## src/rtl/bus_block_copier_pkg.sv

```systemverilog
// Shared definitions for the bus block copier: bus access sizes, data width
// and the copier's state encoding.
package bus_block_copier_pkg;

  localparam int BUS_WIDTH     = 32;
  localparam int BUS_ACC_WIDTH = 2;

  localparam logic [BUS_ACC_WIDTH-1:0] BUS_ACC_1B = 2'd0;
  localparam logic [BUS_ACC_WIDTH-1:0] BUS_ACC_2B = 2'd1;
  localparam logic [BUS_ACC_WIDTH-1:0] BUS_ACC_4B = 2'd2;

  typedef enum logic [2:0] {
    BCP_ST_IDLE    = 3'd0,
    BCP_ST_RD_REQ  = 3'd1,
    BCP_ST_RD_WAIT = 3'd2,
    BCP_ST_WR_REQ  = 3'd3,
    BCP_ST_WR_WAIT = 3'd4,
    BCP_ST_FIN     = 3'd5
  } bcp_state_e;

  // A word access needs the two low byte-address bits clear.
  function automatic logic is_misaligned(input logic [1:0] lsbs);
    return lsbs != 2'b00;
  endfunction

endpackage

```

## src/rtl/bus_block_copier.sv

```systemverilog
// Bus initiator copying a block of 32-bit words from one address range to
// another, one read followed by one write per word.
module bus_block_copier
  import bus_block_copier_pkg::*;
#(
  parameter int ADDR_WIDTH = 32,
  parameter int LEN_WIDTH  = 16,
  parameter int TIMEOUT    = 255
) (
  input  logic                     clk,
  input  logic                     rst,
  input  logic                     start,
  input  logic [ADDR_WIDTH-1:0]    src,
  input  logic [ADDR_WIDTH-1:0]    dst,
  input  logic [LEN_WIDTH-1:0]     len,
  output logic                     busy,
  output logic                     done,
  output logic                     err,
  output logic [ADDR_WIDTH-1:0]    err_addr,
  output logic [ADDR_WIDTH-1:0]    bus_addr,
  output logic                     bus_w_rb,
  output logic [BUS_ACC_WIDTH-1:0] bus_acc,
  output logic [BUS_WIDTH-1:0]     bus_wdata,
  output logic                     bus_req,
  input  logic [BUS_WIDTH-1:0]     bus_rdata,
  input  logic                     bus_resp,
  input  logic                     bus_fault
);

  localparam int CNT_WIDTH = (TIMEOUT < 2) ? 1 : $clog2(TIMEOUT + 1);
  // The wait is abandoned on the TIMEOUT-th consecutive cycle without resp.
  localparam logic [CNT_WIDTH-1:0] CNT_LAST  = CNT_WIDTH'((TIMEOUT < 1) ? 0 : TIMEOUT - 1);
  localparam logic [ADDR_WIDTH-1:0] WORD_STEP = ADDR_WIDTH'(4);
  localparam logic [LEN_WIDTH-1:0]  LEN_ONE   = LEN_WIDTH'(1);

  bcp_state_e             state_q, state_d;
  logic [ADDR_WIDTH-1:0]  cur_src_q, cur_src_d;
  logic [ADDR_WIDTH-1:0]  cur_dst_q, cur_dst_d;
  logic [LEN_WIDTH-1:0]   remain_q, remain_d;
  logic [CNT_WIDTH-1:0]   cnt_q, cnt_d;
  logic                   busy_q, busy_d;
  logic                   done_q, done_d;
  logic                   err_q, err_d;
  logic [ADDR_WIDTH-1:0]  err_addr_q, err_addr_d;
  logic [ADDR_WIDTH-1:0]  bus_addr_q, bus_addr_d;
  logic                   bus_w_rb_q, bus_w_rb_d;
  logic [BUS_WIDTH-1:0]   bus_wdata_q, bus_wdata_d;
  logic                   bus_req_q, bus_req_d;
  logic [ADDR_WIDTH-1:0]  next_src, next_dst;

  assign busy      = busy_q;
  assign done      = done_q;
  assign err       = err_q;
  assign err_addr  = err_addr_q;
  assign bus_addr  = bus_addr_q;
  assign bus_w_rb  = bus_w_rb_q;
  assign bus_acc   = BUS_ACC_4B;
  assign bus_wdata = bus_wdata_q;
  assign bus_req   = bus_req_q;

  assign next_src = cur_src_q + WORD_STEP;
  assign next_dst = cur_dst_q + WORD_STEP;

  // Next-state logic; bus outputs are set up on entry to a REQ state so the
  // registered bus_req pulse and its qualifiers appear together for one cycle.
  // bus_wdata_q doubles as the data register holding the word being moved.
  always_comb begin
    state_d     = state_q;
    cur_src_d   = cur_src_q;
    cur_dst_d   = cur_dst_q;
    remain_d    = remain_q;
    cnt_d       = cnt_q;
    busy_d      = busy_q;
    done_d      = 1'b0;
    err_d       = err_q;
    err_addr_d  = err_addr_q;
    bus_addr_d  = bus_addr_q;
    bus_w_rb_d  = bus_w_rb_q;
    bus_wdata_d = bus_wdata_q;
    bus_req_d   = 1'b0;

    unique case (state_q)
      BCP_ST_IDLE: begin
        if (start) begin
          cur_src_d = src;
          cur_dst_d = dst;
          remain_d  = len;
          busy_d    = 1'b1;
          err_d     = 1'b0;
          if (is_misaligned(src[1:0])) begin
            err_d      = 1'b1;
            err_addr_d = src;
            state_d    = BCP_ST_FIN;
          end else if (is_misaligned(dst[1:0])) begin
            err_d      = 1'b1;
            err_addr_d = dst;
            state_d    = BCP_ST_FIN;
          end else if (len == '0) begin
            done_d  = 1'b1;
            state_d = BCP_ST_FIN;
          end else begin
            bus_req_d  = 1'b1;
            bus_w_rb_d = 1'b0;
            bus_addr_d = src;
            state_d    = BCP_ST_RD_REQ;
          end
        end
      end

      BCP_ST_RD_REQ: begin
        if (bus_fault) begin
          err_d      = 1'b1;
          err_addr_d = cur_src_q;
          state_d    = BCP_ST_FIN;
        end else begin
          cnt_d   = '0;
          state_d = BCP_ST_RD_WAIT;
        end
      end

      BCP_ST_RD_WAIT: begin
        if (bus_resp) begin
          bus_wdata_d = bus_rdata;
          bus_req_d   = 1'b1;
          bus_w_rb_d  = 1'b1;
          bus_addr_d  = cur_dst_q;
          state_d     = BCP_ST_WR_REQ;
        end else if (cnt_q == CNT_LAST) begin
          err_d      = 1'b1;
          err_addr_d = cur_src_q;
          state_d    = BCP_ST_FIN;
        end else begin
          cnt_d = cnt_q + 1'b1;
        end
      end

      BCP_ST_WR_REQ: begin
        if (bus_fault) begin
          err_d      = 1'b1;
          err_addr_d = cur_dst_q;
          state_d    = BCP_ST_FIN;
        end else begin
          cnt_d   = '0;
          state_d = BCP_ST_WR_WAIT;
        end
      end

      BCP_ST_WR_WAIT: begin
        if (bus_resp) begin
          cur_src_d = next_src;
          cur_dst_d = next_dst;
          remain_d  = remain_q - LEN_ONE;
          if (remain_q == LEN_ONE) begin
            done_d  = 1'b1;
            state_d = BCP_ST_FIN;
          end else begin
            bus_req_d  = 1'b1;
            bus_w_rb_d = 1'b0;
            bus_addr_d = next_src;
            state_d    = BCP_ST_RD_REQ;
          end
        end else if (cnt_q == CNT_LAST) begin
          err_d      = 1'b1;
          err_addr_d = cur_dst_q;
          state_d    = BCP_ST_FIN;
        end else begin
          cnt_d = cnt_q + 1'b1;
        end
      end

      BCP_ST_FIN: begin
        busy_d  = 1'b0;
        state_d = BCP_ST_IDLE;
      end

      default: begin
        busy_d  = 1'b0;
        state_d = BCP_ST_IDLE;
      end
    endcase
  end

  // State and output registers; reset aborts any copy in flight at once.
  always_ff @(posedge clk or posedge rst) begin
    if (rst) begin
      state_q     <= BCP_ST_IDLE;
      cur_src_q   <= '0;
      cur_dst_q   <= '0;
      remain_q    <= '0;
      cnt_q       <= '0;
      busy_q      <= 1'b0;
      done_q      <= 1'b0;
      err_q       <= 1'b0;
      err_addr_q  <= '0;
      bus_addr_q  <= '0;
      bus_w_rb_q  <= 1'b0;
      bus_wdata_q <= '0;
      bus_req_q   <= 1'b0;
    end else begin
      state_q     <= state_d;
      cur_src_q   <= cur_src_d;
      cur_dst_q   <= cur_dst_d;
      remain_q    <= remain_d;
      cnt_q       <= cnt_d;
      busy_q      <= busy_d;
      done_q      <= done_d;
      err_q       <= err_d;
      err_addr_q  <= err_addr_d;
      bus_addr_q  <= bus_addr_d;
      bus_w_rb_q  <= bus_w_rb_d;
      bus_wdata_q <= bus_wdata_d;
      bus_req_q   <= bus_req_d;
    end
  end

endmodule

```

## config.mk

```make
export PLATFORM = sky130hd
export DESIGN_NAME = bus_block_copier
export DESIGN_NICKNAME = d
export VERILOG_FILES = /design/src/rtl/bus_block_copier_pkg.sv /design/src/rtl/bus_block_copier.sv
export SDC_FILE = /design/constraint.sdc
export NUM_CORES = 1
export LEC_CHECK = 0
export ABC_AREA = 1
export CAP_MARGIN = 20
export CORE_UTILIZATION = 41
export CTS_CLUSTER_SIZE = 40
export DETAILED_ROUTE_END_ITERATION = 6
export PLACE_DENSITY = 0.71
export SYNTH_ARGS = -nofsm -noshare
export SYNTH_HDL_FRONTEND = slang
export SYNTH_SLANG_ARGS = --single-unit
```

## constraint.sdc

```tcl
create_clock -name clk -period 5.86 [get_ports clk]
set_input_delay 0.586 -clock clk [delete_from_list [all_inputs] [get_ports clk]]
set_output_delay 0.586 -clock clk [all_outputs]
set_load 0.02 [all_outputs]
```

-- Word level (Yosys, flattened, before mapping)
Index checks and enable logic that the tools add are counted.
- equal/unequal tests: 25
- reduce and logical (&&, ||, !) cells: 19
- add/subtract/negate cells: 4
- mux-type cells: 74
- bitwise operators: 1
- operators with widths (operator ; number):
    32-bit two-way mux ; 20
    32-bit one-hot mux with 5 select lines ; 1
    32-bit one-hot mux with 2 select lines ; 2
    32-bit one-hot mux with 3 select lines ; 1
    32-bit by 3-bit adder with 32-bit output, second input constant ; 2
    16-bit two-way mux ; 2
    2-bit inequality test, second input constant ; 16
    16-bit one-hot mux with 2 select lines ; 1
    1-bit two-way mux ; 28
    3-bit two-way mux ; 9
    8-bit two-way mux ; 3
    16-bit by 1-bit equality test with 1-bit output, second input constant ; 1
    16-bit logical NOT ; 1
    8-bit one-hot mux with 2 select lines ; 1
    16-bit by 1-bit subtractor with 16-bit output, second input constant ; 1
    3-bit one-hot mux with 5 select lines ; 1
    1-bit one-hot mux with 3 select lines ; 3
    9-bit AND reduction ; 1
    8-bit by 1-bit adder with 8-bit output, second input constant ; 1
    8-bit equality test, second input constant ; 1
    8-bit AND reduction ; 1
    2-bit nonzero test ; 4
    3-bit by 2-bit equality test with 1-bit output, second input constant ; 2
    3-bit nonzero test ; 2
    14 further kinds ; 18
- output and inout port bits: 103
- register bits: 192

-- Longest topological paths before layout
- depth in word-level cells: 6
- gate-level depth with buffers: 12
- depth with buffers taken out: 12

-- Least setup slack after synthesis
No wires, ideal clock.
- path kind: input -> register
- start: input port src[1]
- end: register bus_addr_q[1] (netlist: bus_addr[1])
- cell stages on the path: 9
- path buffers: 1
- data required time: 5.730 ns
- data arrival time: 1.738 ns
- setup time: 0.130 ns
- path slack: 3.992 ns
- cell sequence: nor2_1 nand2_1 nor2_1 nand3_1 nand2_1 inv_2 clkbuf_1 nand2_1 o21ai_1
- cells in the longest elaborated chain, start to end: 5
- elaborated cells on any way between the ends: 8
- classes of those cells: eq/ne (1); mux (5); reduce/logical (2)
- RTL lines (what ; line ; text):
    from (decl) ; bus_block_copier.sv:13 ; input logic [ADDR_WIDTH-1:0] src,
    32-bit two-way mux ; bus_block_copier.sv:98 ; end else if (len == '0) begin
    32-bit two-way mux ; bus_block_copier.sv:94 ; end else if (is_misaligned(dst[1:0])) begin
    32-bit two-way mux ; bus_block_copier.sv:90 ; if (is_misaligned(src[1:0])) begin
    32-bit two-way mux ; bus_block_copier.sv:84 ; if (start) begin
    32-bit one-hot mux with 3 select lines ; bus_block_copier.sv:82 ; unique case (state_q)
    to (signal assigned) ; bus_block_copier.sv:209 ; bus_addr_q <= bus_addr_d;
    to (decl) ; bus_block_copier.sv:45 ; logic [ADDR_WIDTH-1:0] bus_addr_q, bus_addr_d;
Several ways; a longest one is shown, not always the timed one. The select of a mux whose other input is x is not followed.
A chain may end at the register's enable or synchronous reset.

-- Worst setup path in the final report
- start: register state_q[0]
- end: register cur_src_q[13]
- cells in the longest elaborated chain, start to end: 3
- elaborated cells on any way between the ends: 7
- classes of those cells: eq/ne (3); mux (1); reduce/logical (3)
- RTL lines (what ; line ; text):
    from (decl) ; bus_block_copier.sv:36 ; bcp_state_e state_q, state_d;
    from (signal assigned) ; bus_block_copier.sv:200 ; state_q <= state_d;
    3-bit equality test / 3-bit logical NOT (equally long branches) ; bus_block_copier.sv:82 ;
    2-bit inequality test (no line) / 2-bit nonzero test (equally long branches) ; n/a ;
    3-bit AND reduction (no line) ; n/a ;
    to (signal assigned) ; bus_block_copier.sv:201 ; cur_src_q <= cur_src_d;
    to (decl) ; bus_block_copier.sv:37 ; logic [ADDR_WIDTH-1:0] cur_src_q, cur_src_d;
Several ways; a longest one is shown, not always the timed one.

==> impl.org <==
** Run status
- The flow ran to the end, but the final reports show violations.
- Failing checks :: design-rule violations

** Finish
- Most common cell after layout, fill and taps aside :: sky130_fd_sc_hd__nand2_1
- Final cell count without fillers :: 2339
- Commonest cells after routing, fill and taps aside :: sky130_fd_sc_hd__nand2_1, sky130_fd_sc_hd__clkdlybuf4s50_1, sky130_fd_sc_hd__dfrtp_1
- P&R area growth vs syn :: 25.8%
- Fraction of final layout cells with drive strength greater than 1 :: 0.0357
- At the end of the flow, the number of nets in the layout was 2072.
- Measured on the finished design, the core utilization comes to 0.529.
- The number of antenna diodes in the final layout is 0.

** Clock network
- The cell sitting at the root of the clock tree is a sky130_fd_sc_hd__clkbuf_16.
- TritonCTS built the clock tree.
- The clock drives 192 sinks.
- Clock latency on the worst-skew pair, taken at its later pin, is 0.45 ns.
- Clock-pin slew was measured on the worst setup and hold paths at 0.07 ns.
- Gates resized during post-CTS repair numbered 0.
- The longest clock path from root to sink contains 2 buffers.
- Buffers inserted during clock tree synthesis total 17.
- In this run the number of H-tree levels came out at 4.
- Number of buffers inserted by post-CTS setup repair :: 0
- Post-CTS Hold Fix Bufs :: 0

** Floorplan
- In this run the standard cell core region covers 27900 um^2.
- Number of primary I/O pins :: 220
- Width of the die :: 171 um
- Die Height :: 171 um
- The initialized floorplan defines 61 standard-cell rows.
- Area of the die :: 29300 um^2
- For this configuration, the core starts out at a cell density of 0.420.

** Yosys
- Seq cells post-synth :: 192
- Proportion of synthesized flip-flops having asynchronous set or reset :: 1.00
- The number of different library cells used by synthesis comes to 35.
- Main synth FF type :: sky130_fd_sc_hd__dfrtp_1
- Share of synthesized cell area in and, or, nand and nor gates :: 0.343
- Post-synthesis sequential area ratio :: 0.409
- Synthesized instance count :: 1781
- Synthesized netlist net count :: 1904
- Adder-Cell Fraction of Synth Area :: 0.00640
- Of the post-synthesis cell area, the part taken by muxes is 0.
- The mapped netlist covers 11700 um^2.
- The compound-cell area share of the yosys netlist is 0.137.
- The synthesized design spends more area on one cell type than any other, namely sky130_fd_sc_hd__dfrtp_1.
- Yosys mapped a number of flops with a built-in enable equal to 0.
- After synthesis, the largest family of logic cells by area is simple AND/OR/NAND/NOR gates.
- The share of synthesized area in the top cell type comes to 0.409.
- Cell types occupying the most area after synthesis :: sky130_fd_sc_hd__dfrtp_1, sky130_fd_sc_hd__nand2_1, sky130_fd_sc_hd__inv_1, sky130_fd_sc_hd__nor2_1, sky130_fd_sc_hd__nand3_1
- The Yosys step of the flow raised 0 warnings.
- Mean cell area of the mapped netlist :: 6.59 um^2
- Area share of xor/xnor cells in the synthesized design :: 0.00970

** Worst hold path
- Type of the worst min-delay path :: flip-flop to flip-flop

** Drt
- Routed wire per std cell :: 18.1 um
- The first detailed-routing pass ran for 7 iterations.
- Initial DRC Count :: 1340
- Final Routed Wirelength :: 42400 um
- Detail-routed via count per cell :: 5.41
- The count of nets left with antenna violations once routing finished came out at 0.
- Total number of vias :: 12652
- DRC errors left :: 26

** GRT
- Number of antenna violations at the first check in global routing :: 0
- The first global-routing pass estimated 66100 um of wire.
- Largest net degree at the start of global routing :: 146
- Final global-route overflow total :: 0
- Overall routing resource usage :: 0.297
- The number of global-route vias before repair came to 12118.

** STA
- Setup skew after layout :: 0.0131 ns
- The clock period could shrink to 3.63 ns.
- Accumulated negative setup slack :: 0 ns
- Timing would allow up to 276 MHz.
- Final setup violation count :: 0
- The worst pin sits at a relative slew slack of 0.355.
- The tightest hold path in the finished design has a slack of 0.474 ns.
- Least-Margin Pin Slew :: 0.964 ns
- The hold violation total from the final report was 0.
- Across all setup checks in the final design, the least slack found is 2.23 ns.
- The total count of max-transition violations in the final report was 0.
- Setup repair after global routing left no endpoint under its margin.
- In the finished design, the share of the clock period the worst path needs comes to 0.619.

** Placement
- In this run, placement finished with an instance count of 2307.
- The wire-length estimate of the detail-placed layout is 31100 um.
- Count of buffers from port buffering :: 217
- Routability-driven placement congestion ratio :: 0.984
- Worst slack, placed :: 2.23 ns

** Worst setup path
- Worst setup EP type :: flip-flop
- STA puts the critical path data required time at 6.15 ns.
- Delay of the slowest critical-path stage :: 0.72 ns
- Worst path cell trace :: nor2_2, nand2_2, clkinv_2, nand2_1, nand2_4, inv_2, a22oi_1
- On the critical path, the stage with the largest delay is an instance of sky130_fd_sc_hd__inv_2.
- By startpoint and endpoint, the worst setup path is classified as flip-flop to flip-flop.
- STA puts the critical path data arrival time at 3.92 ns.
- Worst Setup Start Kind :: flip-flop
- The cell family contributing the most delay on the critical path is simple AND/OR/NAND/NOR gates.
- Critical path peak fanout :: 71
- Counting both buffers and inverters, the worst setup path holds a total of 2.

** Flow run
- # Max-Cap Violations :: 0

** Pwr
- Highest ir drop seen on vdd :: 0.274 mV
- Reported leakage power :: 0.00714 uW
- In this run the power density over the cells is 577 nW/um^2.
==> state kept, by name, indices dropped and copies added, names as in the netlist, 3 cells and up <==
name	cells
cur_dst_q	32
state_q	3
err_addr	32
cnt_q	8
cur_src_q	32
bus_wdata	32
remain_q	16
bus_addr	32
==> cell families (layout without fill, tap and decap cells) <==
kind of cell / Yosys count / in the layout
XOR/XNOR: 13 / 13
AND/OR/NAND/NOR: 1005 / 1005
buffers and inverters: 279 / 459
adder cells (fa/ha/maj): 6 / 6
other: 2 / 2
flip-flops: 192 / 192
AO/OA/AOI/OAI: 284 / 284
==> metal layers <==
layer  GRT usage  wire length [um]  vias up
met4       0.153              2100        0
met5           0                 0        -
met3      0.0679              4150      122
met2       0.478             19100      666
li1            -                 -     6002
met1       0.373             17100     5862
==> worst register-to-register path, cell delays in order (launching register included) <==
cell and delay, ns:
sky130_fd_sc_hd__dfrtp_1 0.40, sky130_fd_sc_hd__nor2_2 0.08, sky130_fd_sc_hd__nand2_2 0.70, sky130_fd_sc_hd__clkinv_2 0.64, sky130_fd_sc_hd__nand2_1 0.27, sky130_fd_sc_hd__nand2_4 0.42
sky130_fd_sc_hd__inv_2 0.74, sky130_fd_sc_hd__a22oi_1 0.23
==> area by class of cell <==
type                            instances  area [um^2]
Fill cell                            2791        13200
Timing Repair Buffer                  228         2290
Clock inverter                         13          145
Inverter                              200          759
Clock buffer                           18          439
Sequential cell                       192         4800
Multi-Input combinational cell       1310         5850
Tap cell                              378          473
==> path summary, 6_finish.rpt <==
path	depth (start not counted)	end	slack, ns	startpoint
setup reg to reg	7	cur_src_q[13]	2.23	state_q[0]
max in group asynchronous	4	err_addr[15]	3.79	rst
hold / removal	2	err_addr[26]	0.47	err_addr[26]
min in group asynchronous	2	bus_wdata[31]	0.53	rst
setup / recovery	7	cur_src_q[13]	2.23	state_q[0]
hold reg to reg	2	err_addr[26]	0.47	err_addr[26]
==> stage by stage <==
stage	power (uW)	cell area (um^2)
floorplan	5460	11700
global placement	7140	14100
detailed placement	7250	14200
CTS	8460	14700
global route	9130	14800
finish	8520	14800
==> Yosys cell counts, drive strengths merged, types with 3 or more instances <==
| cell | number |
|---|---|
| nor2 | 177 |
| o22ai | 27 |
| ha | 6 |
| nor3 | 11 |
| o21ai | 152 |
| or2 | 6 |
| o211ai | 36 |
| a31oi | 13 |
| nand3 | 124 |
| nand2 | 672 |
| o21bai | 3 |
| a22oi | 8 |
| dfrtp | 192 |
| xor2 | 12 |
| clkbuf | 39 |
| nand4 | 12 |
| inv | 199 |
| buf | 40 |
| a21oi | 40 |
==> report_power, final <==
group	switching, uW	total, uW	leakage (uW)	internal [uW]
Clock	594	1210	0.000283	615
Combinational	3110	4770	0.00451	1660
Sequential	577	2540	0.00235	1960
Total	4290	8520	0.00714	4230
(Power assumes the default switching activity.)
